==> config.mk <==
export PLATFORM = sky130hd
export DESIGN_NAME = dmem_access_ctrl
export DESIGN_NICKNAME = d
export VERILOG_FILES = /design/src/rtl/dmem_access_ctrl.sv
export SDC_FILE = /design/constraint.sdc
export NUM_CORES = 1
export LEC_CHECK = 0
export CORE_ASPECT_RATIO = 0.6
export CORE_UTILIZATION = 45
export DETAILED_ROUTE_END_ITERATION = 6
export DONT_BUFFER_PORTS = 1
export SETUP_SLACK_MARGIN = 0.1
export SLEW_MARGIN = 10
export SYNTH_ARGS = -nofsm -noshare
export SYNTH_HDL_FRONTEND = slang
export SYNTH_SLANG_ARGS = --single-unit
==> constraint.sdc <==
create_clock -name clk -period 3.6 [get_ports clk]
set_input_delay 1.08 -clock clk [delete_from_list [all_inputs] [get_ports clk]]
set_output_delay 1.08 -clock clk [all_outputs]
set_load 0.01 [all_outputs]
==> src/rtl/dmem_access_ctrl.sv <==
// Round-robin two-port front end for datamemory: word-only memory accesses,
// sub-word load extraction with sign/zero extension, and SB/SH as read-modify-write.
module dmem_access_ctrl #(
    parameter int DM_ADDRESS = 9,
    parameter int DATA_W     = 32
) (
    input  logic                  clk,
    input  logic                  rst_n,

    input  logic                  p0_req,
    input  logic                  p0_we,
    input  logic [DM_ADDRESS-1:0] p0_addr,
    input  logic [DATA_W-1:0]     p0_wdata,
    input  logic [2:0]            p0_funct3,
    output logic                  p0_gnt,
    output logic                  p0_done,
    output logic [DATA_W-1:0]     p0_rdata,
    output logic                  p0_err,

    input  logic                  p1_req,
    input  logic                  p1_we,
    input  logic [DM_ADDRESS-1:0] p1_addr,
    input  logic [DATA_W-1:0]     p1_wdata,
    input  logic [2:0]            p1_funct3,
    output logic                  p1_gnt,
    output logic                  p1_done,
    output logic [DATA_W-1:0]     p1_rdata,
    output logic                  p1_err,

    output logic                  mem_read,
    output logic                  mem_write,
    output logic [DM_ADDRESS-1:0] mem_a,
    output logic [DATA_W-1:0]     mem_wd,
    output logic [2:0]            mem_funct3,
    input  logic [DATA_W-1:0]     mem_rd
);

    typedef enum logic [2:0] {
        S_IDLE,
        S_RD,
        S_WR,
        S_RMW_RD,
        S_RMW_WR,
        S_RESP
    } state_t;

    state_t                r_state;
    state_t                w_next;
    logic                  r_rr;
    logic                  r_port;
    logic                  r_we;
    logic                  r_err;
    logic                  r_gnt;
    logic [DM_ADDRESS-1:0] r_addr;
    logic [DATA_W-1:0]     r_wdata;
    logic [DATA_W-1:0]     r_word;
    logic [2:0]            r_funct3;
    logic [DATA_W-1:0]     r_rdata0;
    logic [DATA_W-1:0]     r_rdata1;

    logic                  w_any;
    logic                  w_both;
    logic                  w_sel;
    logic                  w_selWe;
    logic [DM_ADDRESS-1:0] w_selAddr;
    logic [2:0]            w_selFunct3;
    logic                  w_selErr;
    logic                  w_accept;
    logic                  w_resp;
    logic [DATA_W-1:0]     w_loadVal;

    // Misalignment and illegal funct3 are rejected before any memory access.
    function automatic logic isIllegal(input logic [2:0] f3, input logic we, input logic [1:0] lane);
        logic bad;
        case (f3)
            3'b000:  bad = 1'b0;
            3'b001:  bad = lane[0];
            3'b010:  bad = (lane != 2'b00);
            3'b100:  bad = we;
            3'b101:  bad = we | lane[0];
            default: bad = 1'b1;
        endcase
        return bad;
    endfunction

    function automatic logic [DATA_W-1:0] extractLoad(input logic [2:0] f3, input logic [1:0] lane,
                                                      input logic [DATA_W-1:0] word);
        logic [7:0]        b;
        logic [15:0]       h;
        logic [DATA_W-1:0] res;
        b = word[{lane, 3'b000} +: 8];
        h = lane[1] ? word[31:16] : word[15:0];
        case (f3)
            3'b000:  res = {{(DATA_W-8){b[7]}}, b};
            3'b100:  res = {{(DATA_W-8){1'b0}}, b};
            3'b001:  res = {{(DATA_W-16){h[15]}}, h};
            3'b101:  res = {{(DATA_W-16){1'b0}}, h};
            default: res = word;
        endcase
        return res;
    endfunction

    function automatic logic [DATA_W-1:0] mergeStore(input logic [2:0] f3, input logic [1:0] lane,
                                                     input logic [DATA_W-1:0] word, input logic [15:0] wd);
        logic [DATA_W-1:0] res;
        res = word;
        if (f3 == 3'b001) begin
            if (lane[1]) res[31:16] = wd;
            else         res[15:0]  = wd;
        end else begin
            res[{lane, 3'b000} +: 8] = wd[7:0];
        end
        return res;
    endfunction

    // With a single requester it wins outright; a tie goes to the round-robin pointer.
    assign w_any       = p0_req | p1_req;
    assign w_both      = p0_req & p1_req;
    assign w_sel       = w_both ? r_rr : p1_req;
    assign w_selWe     = w_sel ? p1_we     : p0_we;
    assign w_selAddr   = w_sel ? p1_addr   : p0_addr;
    assign w_selFunct3 = w_sel ? p1_funct3 : p0_funct3;
    assign w_selErr    = isIllegal(w_selFunct3, w_selWe, w_selAddr[1:0]);
    assign w_accept    = (r_state == S_IDLE) && w_any;
    assign w_loadVal   = extractLoad(r_funct3, r_addr[1:0], mem_rd);

    always_comb begin
        w_next = r_state;
        case (r_state)
            S_IDLE: begin
                if (w_any) begin
                    if (w_selErr)                    w_next = S_RESP;
                    else if (!w_selWe)               w_next = S_RD;
                    else if (w_selFunct3 == 3'b010)  w_next = S_WR;
                    else                             w_next = S_RMW_RD;
                end
            end
            S_RD:     w_next = S_RESP;
            S_WR:     w_next = S_RESP;
            S_RMW_RD: w_next = S_RMW_WR;
            S_RMW_WR: w_next = S_RESP;
            S_RESP:   w_next = S_IDLE;
            default:  w_next = S_IDLE;
        endcase
    end

    always_ff @(posedge clk or negedge rst_n) begin
        if (!rst_n) begin
            r_state  <= S_IDLE;
            r_rr     <= 1'b0;
            r_port   <= 1'b0;
            r_we     <= 1'b0;
            r_err    <= 1'b0;
            r_gnt    <= 1'b0;
            r_addr   <= '0;
            r_wdata  <= '0;
            r_word   <= '0;
            r_funct3 <= '0;
            r_rdata0 <= '0;
            r_rdata1 <= '0;
        end else begin
            r_state <= w_next;
            r_gnt   <= w_accept;
            if (w_accept) begin
                r_port   <= w_sel;
                r_we     <= w_selWe;
                r_err    <= w_selErr;
                r_addr   <= w_selAddr;
                r_wdata  <= w_sel ? p1_wdata : p0_wdata;
                r_funct3 <= w_selFunct3;
                if (w_both) r_rr <= ~r_rr;
            end
            if (r_state == S_RMW_RD) r_word <= mem_rd;
            if (r_state == S_RD && !r_we) begin
                if (r_port) r_rdata1 <= w_loadVal;
                else        r_rdata0 <= w_loadVal;
            end
        end
    end

    assign w_resp     = (r_state == S_RESP);
    assign p0_gnt     = r_gnt & ~r_port;
    assign p1_gnt     = r_gnt &  r_port;
    assign p0_done    = w_resp & ~r_port;
    assign p1_done    = w_resp &  r_port;
    assign p0_err     = p0_done & r_err;
    assign p1_err     = p1_done & r_err;
    assign p0_rdata   = r_rdata0;
    assign p1_rdata   = r_rdata1;

    // Memory strobes decode straight from state so an async reset drops them at once.
    assign mem_read   = (r_state == S_RD) || (r_state == S_RMW_RD);
    assign mem_write  = (r_state == S_WR) || (r_state == S_RMW_WR);
    assign mem_a      = (mem_read || mem_write) ? {r_addr[DM_ADDRESS-1:2], 2'b00} : '0;
    assign mem_wd     = (r_state == S_WR)     ? r_wdata :
                        (r_state == S_RMW_WR) ? mergeStore(r_funct3, r_addr[1:0], r_word, r_wdata[15:0]) :
                        '0;
    assign mem_funct3 = 3'b010;

endmodule

==> results of run 1 <==
-- power by group --
part           total, uW  switching (uW)  internal [uW]  leakage (uW)
combinational       3680            2080           1600       0.00189
clock               1750             731           1020      0.000267
sequential          3480             982           2500       0.00177
total               8910            3800           5120       0.00392
-- synthesized netlist by cell type (4+ instances only) --
cell type | count | area share, %
sky130_fd_sc_hd__o21ba_2 | 7 | 0.88
sky130_fd_sc_hd__nor3_1 | 8 | 0.50
sky130_fd_sc_hd__buf_2 | 23 | 1.4
sky130_fd_sc_hd__nor2_1 | 52 | 2.4
sky130_fd_sc_hd__and2_1 | 10 | 0.78
sky130_fd_sc_hd__nand2_1 | 111 | 5.2
sky130_fd_sc_hd__a21oi_1 | 49 | 3.1
sky130_fd_sc_hd__a221oi_1 | 14 | 1.5
sky130_fd_sc_hd__o21ai_1 | 4 | 0.25
sky130_fd_sc_hd__mux2i_1 | 61 | 7.7
sky130_fd_sc_hd__o21ai_0 | 62 | 3.9
sky130_fd_sc_hd__ha_1 | 5 | 0.78
sky130_fd_sc_hd__o31ai_1 | 33 | 3.1
sky130_fd_sc_hd__mux2_2 | 44 | 6.2
sky130_fd_sc_hd__a311oi_1 | 4 | 0.44
sky130_fd_sc_hd__nand2b_1 | 4 | 0.31
sky130_fd_sc_hd__buf_4 | 6 | 0.56
sky130_fd_sc_hd__a21oi_2 | 10 | 1.1
sky130_fd_sc_hd__inv_1 | 8 | 0.38
sky130_fd_sc_hd__a22o_1 | 20 | 2.2
sky130_fd_sc_hd__clkbuf_1 | 29 | 1.4
sky130_fd_sc_hd__a221oi_2 | 7 | 1.3
sky130_fd_sc_hd__nor2b_1 | 12 | 0.94
sky130_fd_sc_hd__dfrtp_1 | 148 | 46
-- worst max-delay path by stage --
stage / startpoint / to / slack, ps / cells after the start
final: r_addr[0] / mem_wd[31] / 120 / 7
after floorplan: r_addr[1] / mem_wd[25] / 110 / 8
after CTS: r_addr[1] / mem_wd[20] / 100 / 7
after detailed placement: r_addr[1] / mem_wd[19] / 360 / 7
after global placement: r_addr[1] / mem_wd[16] / 430 / 7
after global routing: r_addr[0] / mem_wd[31] / 50 / 7
-- stage by stage --
step / cells / worst slack, ps / power (uW)
after floorplan: 793 / 109 / 5890
after global placement: 998 / 431 / 6740
after detailed placement: 998 / 364 / 6910
after CTS: 1032 / 99.4 / 8800
after global routing: 1037 / 50.3 / 9430
final: 1037 / 119 / 8910
-- metal layers --
layer | share of wire [%] | up-vias | wire, um | global-route usage [%]
met1 | 46 | 3108 | 10700 | 35.9
met5 | 0 | - | 0 | 0
met4 | 1.0 | 0 | 234 | 6.89
li1 | - | 2845 | - | -
met2 | 44 | 308 | 10400 | 38.8
met3 | 8.8 | 20 | 2050 | 7.46
-- registers in the layout, indices dropped and copies added, names as in the netlist --
signal    flops
p0_rdata     32
p1_rdata     32
r_wdata      32
r_word       32
r_addr        9
r_funct3      3
r_state       3
r_err         1
r_gnt         1
r_port        1
r_rr          1
r_we          1
-- what timing repair did --
item	4_1_cts	5_1_grt
endpoints found under the setup margin	14	27
buffers inserted	1	5
gates resized for setup	11	9
endpoints found under the hold margin	0	0
hold buffers	0	0
gates cloned	1	0
pin swaps	3	3
-- cell families after synthesis --
family	Yosys count	synth area share [%]
compound gates	234	21.0
xor+xnor	2	0.220
fa+ha+maj	6	0.910
buf+inv	72	4.31
flops	148	46.4
mux	106	14.1
other cells	2	0.0942
simple gates	220	12.9
-- critical path, stage by stage (launching register included) --
cell and delay (ps):
sky130_fd_sc_hd__dfrtp_1 360, sky130_fd_sc_hd__buf_4 180, sky130_fd_sc_hd__ha_1 220, sky130_fd_sc_hd__nor4bb_1 310, sky130_fd_sc_hd__buf_4 240, sky130_fd_sc_hd__a221oi_1 90
sky130_fd_sc_hd__a21oi_1 300, sky130_fd_sc_hd__a22o_1 280
-- cell type report --
cell class	count	area [um2]	share of cell area [%]
Clock buffer	20	437	4.86
Tap cell	234	293	3.26
Multi-Input combinational cell	573	4030	44.8
Sequential cell	148	3710	41.2
Inverter	10	40.0	0.445
Timing Repair Buffer	40	350	3.90
Clock inverter	12	131	1.46
==> metrics list, run 1 <==
* Run status: finished, final reports clean
- Ports placed on the boundary: ~240
- Max Freq: approximately 0.29 GHz
- Std-Cell Rows: 37
- Worst slew margin relative to its limit: between 30% and 40%
* First-pass GRT wire length: 35800 um
- Skew final: about 10 ps
- Across all register-to-register paths, the minimum setup slack is a little under 900 ps.
- Reg2reg end: p0_rdata[30]
* Maximum Capacitance Violations: 0
- Wire length reported by the detailed router: approximately 23000 um
- Via Count: between 6k and 7k
- In this run, synthesis produced a sequential element count of between 100 and 150.
- Summed over all layers, the global routing overflow is 0.
- Post-detailed-route count of antenna-violating nets: 0
- Post-synth top flop: sky130_fd_sc_hd__dfrtp_1
- For this run, the share of the core covered by cells in the final layout is around 52%.
* DP Area: a little over 8000 um2
- The first detailed-routing pass ran for 6 iterations.
- The setup path with the least slack is of type flop to output port.
- Path depth of the worst reg2reg path: 5
- The tightest min-delay check is of the input pin to asynchronous set/reset pin type.
- Initial antenna violation count: 0
- In the finished design, the share of the clock period the worst path needs comes to a little over nine tenths.
* Commonest non-fill, non-tap cell in the layout: sky130_fd_sc_hd__dfrtp_1
- In this run the power density over the cells is 992 nW/um2.
- Count of endpoints failing setup in the final report: 0
- In the final routed layout, each cell accounts on average for about 22 um.
- Once the floorplan was initialized, standard cells occupied ~46% of the core.
- TritonCTS built the clock tree.
* Avg Synthesized Cell Area: between 10 and 15 um2
- Final hold violations: 0
* Detailed placement HPWL: approximately 17000 um
* Hold slack: between 300 and 400 ps
- Weighted congestion reported at the end of routability-driven placement: ~0.85
- Counting every instance in the synthesized netlist gives slightly below 800.
* Clock-pin slew on the worst setup and hold paths: ~70 ps
* Total standard cell area after synthesis: approximately 8000 um2
- The worst-case IR drop observed on VDD is 0.374 mV.
- Unrepaired setup endpoints after global routing: yes
* Number of diodes: 0
- No sink is reached through more buffers than the 2 on the longest clock path.
- Standard cell core area: ~17000 um2
- The number of clock buffers added by TritonCTS is 17.
* Number of global-route vias before repair: around 6k
- The tree is rooted in a sky130_fd_sc_hd__clkbuf_16.
- For this run, design rule violations remaining after detail routing come to 0.
* Height of the die: around 110 um
* Count of unique library cells instantiated by Yosys: 63
- Number of enable-type register cells in the synthesized netlist: 0
- Setup tns final: 0 ps
- The worst path in the final design needs a cycle of between 3000 and 4000 ps, including I/O delays and setup.
- Area growth, synth to finish: 12.7%
- With fillers left out, the area of the finished cells amounts to ~9000 um2.
- The die is ~170 um wide.
- Ratio of cells with drive above 1 in the final layout: between 20% and 30%
- For the pin with the worst max-slew slack, the measured transition is around 1000 ps.
* Proportion of register bits with asynchronous set or reset after synthesis: 100%
- The H-tree was split into 4 levels.
- The total count of max-transition violations in the final report came to 0.
* Crit path launch type: flop
* Fill count: roughly 1.6k
* Die area: ~18000 um2
- In this run the critical register-to-register path is launched from r_funct3[1].
* Number of buffer cells added on primary ports: 0
- In the final design database the tool counted roughly 920 nets.
- Detailed-route vias per instance: 6.06
- For this block, the initial DRC count from the detailed router was between 500 and 600.
* Count of synthesis-stage warnings from yosys: 0
- Endpoint arrival time on the critical path: roughly 2400 ps
- The clock net in this run drives a total of 148 sinks.
- After synthesis, flip-flops and latches occupy 46.4% of the total area.
- The library cells used most frequently in the layout, excluding fill and tap cells, are sky130_fd_sc_hd__dfrtp_1, sky130_fd_sc_hd__nand2_1, sky130_fd_sc_hd__mux2i_1.
* Worst-skew pair later-pin latency: between 400 and 500 ps
- Maximum number of pins on one net before global-route repair: approximately 150
* Worst EP required: about 2500 ps
* Total global routing track utilization: between 20% and 30%
- In this run the worst path has a maximum fanout of 12.
* Type of destination of the critical path: output port
* Leakage power figure: 0.00392 uW
(Power assumes the default switching activity.)
==> run 2, diff against run 1 <==
--- a/config.mk
+++ b/config.mk
@@ -5,6 +5,7 @@
 export SDC_FILE = /design/constraint.sdc
 export NUM_CORES = 1
 export LEC_CHECK = 0
+export ABC_CLOCK_PERIOD_IN_PS = 3600
 export CORE_ASPECT_RATIO = 0.6
 export CORE_UTILIZATION = 45
 export DETAILED_ROUTE_END_ITERATION = 6
==> results of run 2 <==
The final DEF is identical to that of run 1; final timing and power are the same.
==> run 3, diff against run 2 <==
--- a/config.mk
+++ b/config.mk
@@ -10,6 +10,7 @@
 export CORE_UTILIZATION = 45
 export DETAILED_ROUTE_END_ITERATION = 6
 export DONT_BUFFER_PORTS = 1
+export PLACE_DENSITY_LB_ADDON = 0.2
 export SETUP_SLACK_MARGIN = 0.1
 export SLEW_MARGIN = 10
 export SYNTH_ARGS = -nofsm -noshare
==> run 3 against run 2 <==
Count of clock-buffer cells in the layout shrank 1. Sequential power is essentially flat. Final area grew 1.1%. Maximum frequency grew 0.64%. Via count grew 0.75%. Die area is the same. Routed wire length shrank 0.73%. First-iteration DRC count grew 7.5%. Combinational power is essentially flat. Critical path depth is the same. Total power grew 1.7%. Largest power group unchanged.
==> metrics list, run 3 (synthesis gave the netlist of run 1 again) <==
- The flow ran to the end, and the final reports show no timing, DRC or antenna violations.
* Detailed Routing Iterations Pass 1: 7
- After detailed routing, the met3 layer carries roughly 2200 um of wire.
* Maximum Capacitance Violations: 0
- Weighted congestion reported at the end of routability-driven placement: 0.883
* Hold Path Class: input pin to asynchronous set/reset pin
- The first global-routing pass estimated around 36000 um of wire.
* Die area: ~18000 um2
* Number of global-route vias before repair: between 6k and 7k
* Start-to-end type of the worst setup path: flop to output port
- Maximum number of pins on one net before global-route repair: about 150
- DP Cell Count: around 1000
- The number of endpoints with negative hold slack in the final report is 0.
- The worst setup path is launched from a flop.
- The critical path contains buffers and inverters numbering 2 combined.
* Final cell count without fillers: 1036
* Unrepaired setup endpoints after global routing: yes
- The later pin in the worst-skew pair is clocked with a latency of 430 ps.
- Measured along the y axis, the die boundary spans approximately 110 um.
* Final Slew Violations: 0
- Once the floorplan was initialized, standard cells occupied a little under half of the core.
* Root buf cell: sky130_fd_sc_hd__clkbuf_16
- Summed over all layers, the routed wires come to around 23000 um.
* Number of H-tree levels: 4
* Post-detailed-route count of antenna-violating nets: 0
* Count of endpoints failing setup in the final report: 0
- Of the cells placed in the final design, the portion with a size suffix greater than 1 is 21.4%.
- Area growth, synth to finish: 13.9%
* Die X-Extent: approximately 170 um
* Top Layer Used: met4
- Dividing total power by cell area gives a power density of 997 nW/um2.
- Tmin final: 3460 ps
- TritonCTS clock tree: yes
- Ports placed on the boundary: around 240
- Setup slack of the most critical reg-to-reg path: 870 ps
- Type of destination of the critical path: output port
* Total CTS buffers: 17
- The critical path starts at r_addr[1].
- The worst register-to-register path begins at r_addr[1].
- Max Freq: between 0.2 and 0.3 GHz
- After clock tree synthesis, the clock-pin slew on the worst setup and hold paths is about 60 ps.
* Final period utilization: 96.1%
- Commonest non-fill, non-tap cell in the layout: sky130_fd_sc_hd__dfrtp_1
- Worst supply voltage drop on vdd: 0.434 mV
- The critical path runs through a total of 7 cells.
- Measured in cells, the most critical reg-to-reg path has a length of 6.
- Number of diodes: 0
- Detailed-route vias per instance: 6.11
- The completed layout was analyzed and its total power is 9060 uW.
* Cell Chain, Critical Path: buf_6, ha_1, or4bb_4, a31oi_4, o221ai_1, o21ai_1, buf_4
- The initialized floorplan defines 37 standard-cell rows.
- Total global routing track utilization: between 20% and 30%
* Number of nets in the final layout: a little over 900
* Initial antenna violation count: 0
* Avg WL per Cell: roughly 22 um
- The routed layout has 6328 vias.
- The largest individual stage delay along the critical path comes from the cell sky130_fd_sc_hd__or4bb_4.
* Top library cells by usage in the layout, fill and taps aside: sky130_fd_sc_hd__dfrtp_1, sky130_fd_sc_hd__nand2_1, sky130_fd_sc_hd__mux2i_1
- Largest incremental delay on the critical path: ~600 ps
* Slew at the pin closest to its max-slew limit: 1010 ps
- The analysis attributes to cell leakage a power of between 0.003 and 0.004 uW.
- Summed over all layers, the global routing overflow is 0.
- Headroom to the max-slew limit came out at approximately 33%.
- Worst EP required: 2520 ps
- After detailed routing, the wire length on met1 is between 10000 and 15000 um.
- Clock tree sinks: ~150
- After filler insertion, the fill cell instance count of the layout stands at approximately 1.5k.
- Remaining routing DRC violations: 0
* Skew final: around 9 ps
- The kind of cell with the highest combined delay along the critical path is simple AND/OR/NAND/NOR gates.
* Hold slack: between 300 and 400 ps
* Drt first-iter violations: ~640
- Standard cell core area: about 17000 um2
* Critical Path End: mem_wd[16]
- In this run the critical register-to-register path is captured at p0_rdata[17].
- The wire-length estimate of the detail-placed layout is between 15000 and 20000 um.
- Data on the critical path arrives at its endpoint at 2380 ps.
- Of all nets on the critical path, the largest fanout is 6.
- Setup tns final: 0 ps
* Number of buffer cells added on primary ports: 0
- Worst-case clock buffer depth: 2
- In the detailed route, the total length drawn on met2 is approximately 10000 um.
-- run 3: cell types whose count changed in the layout (fill, tap and decap cells not counted), moves of 2 or more --
cell / previous run / this run
sky130_fd_sc_hd__a221oi_1: 14 / 12
sky130_fd_sc_hd__a221oi_2: 7 / 9
sky130_fd_sc_hd__bufinv_16: 2 / 4
sky130_fd_sc_hd__clkbuf_1: 3 / 0
sky130_fd_sc_hd__clkbuf_8: 0 / 2
sky130_fd_sc_hd__clkinv_4: 1 / 3
sky130_fd_sc_hd__clkinvlp_4: 4 / 2
sky130_fd_sc_hd__inv_6: 2 / 0
sky130_fd_sc_hd__o221ai_1: 3 / 1
sky130_fd_sc_hd__o221ai_2: 0 / 2
-- run 3: how the worst min path moves through the flow --
stage / cells past startpoint / start / end
final: 0 / rst_n / p0_rdata[5]
after detailed placement: 1 / r_rr / r_rr
after CTS: 0 / rst_n / p0_rdata[5]
after global placement: 1 / r_rr / r_rr
after global routing: 0 / rst_n / p0_rdata[5]
after floorplan: 1 / r_rr / r_rr
-- run 3: timing repair --
| action | CTS | global route |
|---|---|---|
| endpoints found under the setup margin | 24 | 31 |
| hold buffers | 0 | 0 |
| buffers inserted | 2 | 6 |
| gates resized for setup | 16 | 15 |
| pin swaps | 4 | 9 |
| cloned | 1 | 0 |
-- run 3: worst reg2reg max path: cells and delay by family (launching register included) --
family	cells	cell delay, ps
flops	1	410
buf+inv	2	420
mux	1	350
compound gates	3	1380
-- run 3: power breakdown --
group | switching [uW] | internal (uW) | total (uW)
logic | 2090 | 1580 | 3660
clock network | 719 | 1190 | 1910
registers | 990 | 2500 | 3490
total | 3800 | 5270 | 9060
-- run 3: routing by layer --
layer  up-vias  track usage [%]
li1       2850                -
met1      3125             36.0
met2       330             38.4
met3        23             8.81
met4         0             6.95
met5         -                0
-- run 3: metrics by stage --
stage          util (%)  area, um2  setup WS [ps]
6_report           52.8       9090            141
5_1_grt            52.8       9090           64.0
4_1_cts            52.1       8970           97.0
3_5_place_dp       47.8       8240            198
3_3_place_gp       47.8       8240            318
2_1_floorplan         -       7990            109
-- run 3: cell type report --
cell class,count,area [um2],share of cell area (%)
Multi-Input combinational cell,573,4090,45.0
Sequential cell,148,3710,40.8
Clock buffer,19,453,4.98
Timing Repair Buffer,39,322,3.54
Tap cell,234,293,3.22
Clock inverter,13,181,2.00
Inverter,10,40.0,0.441
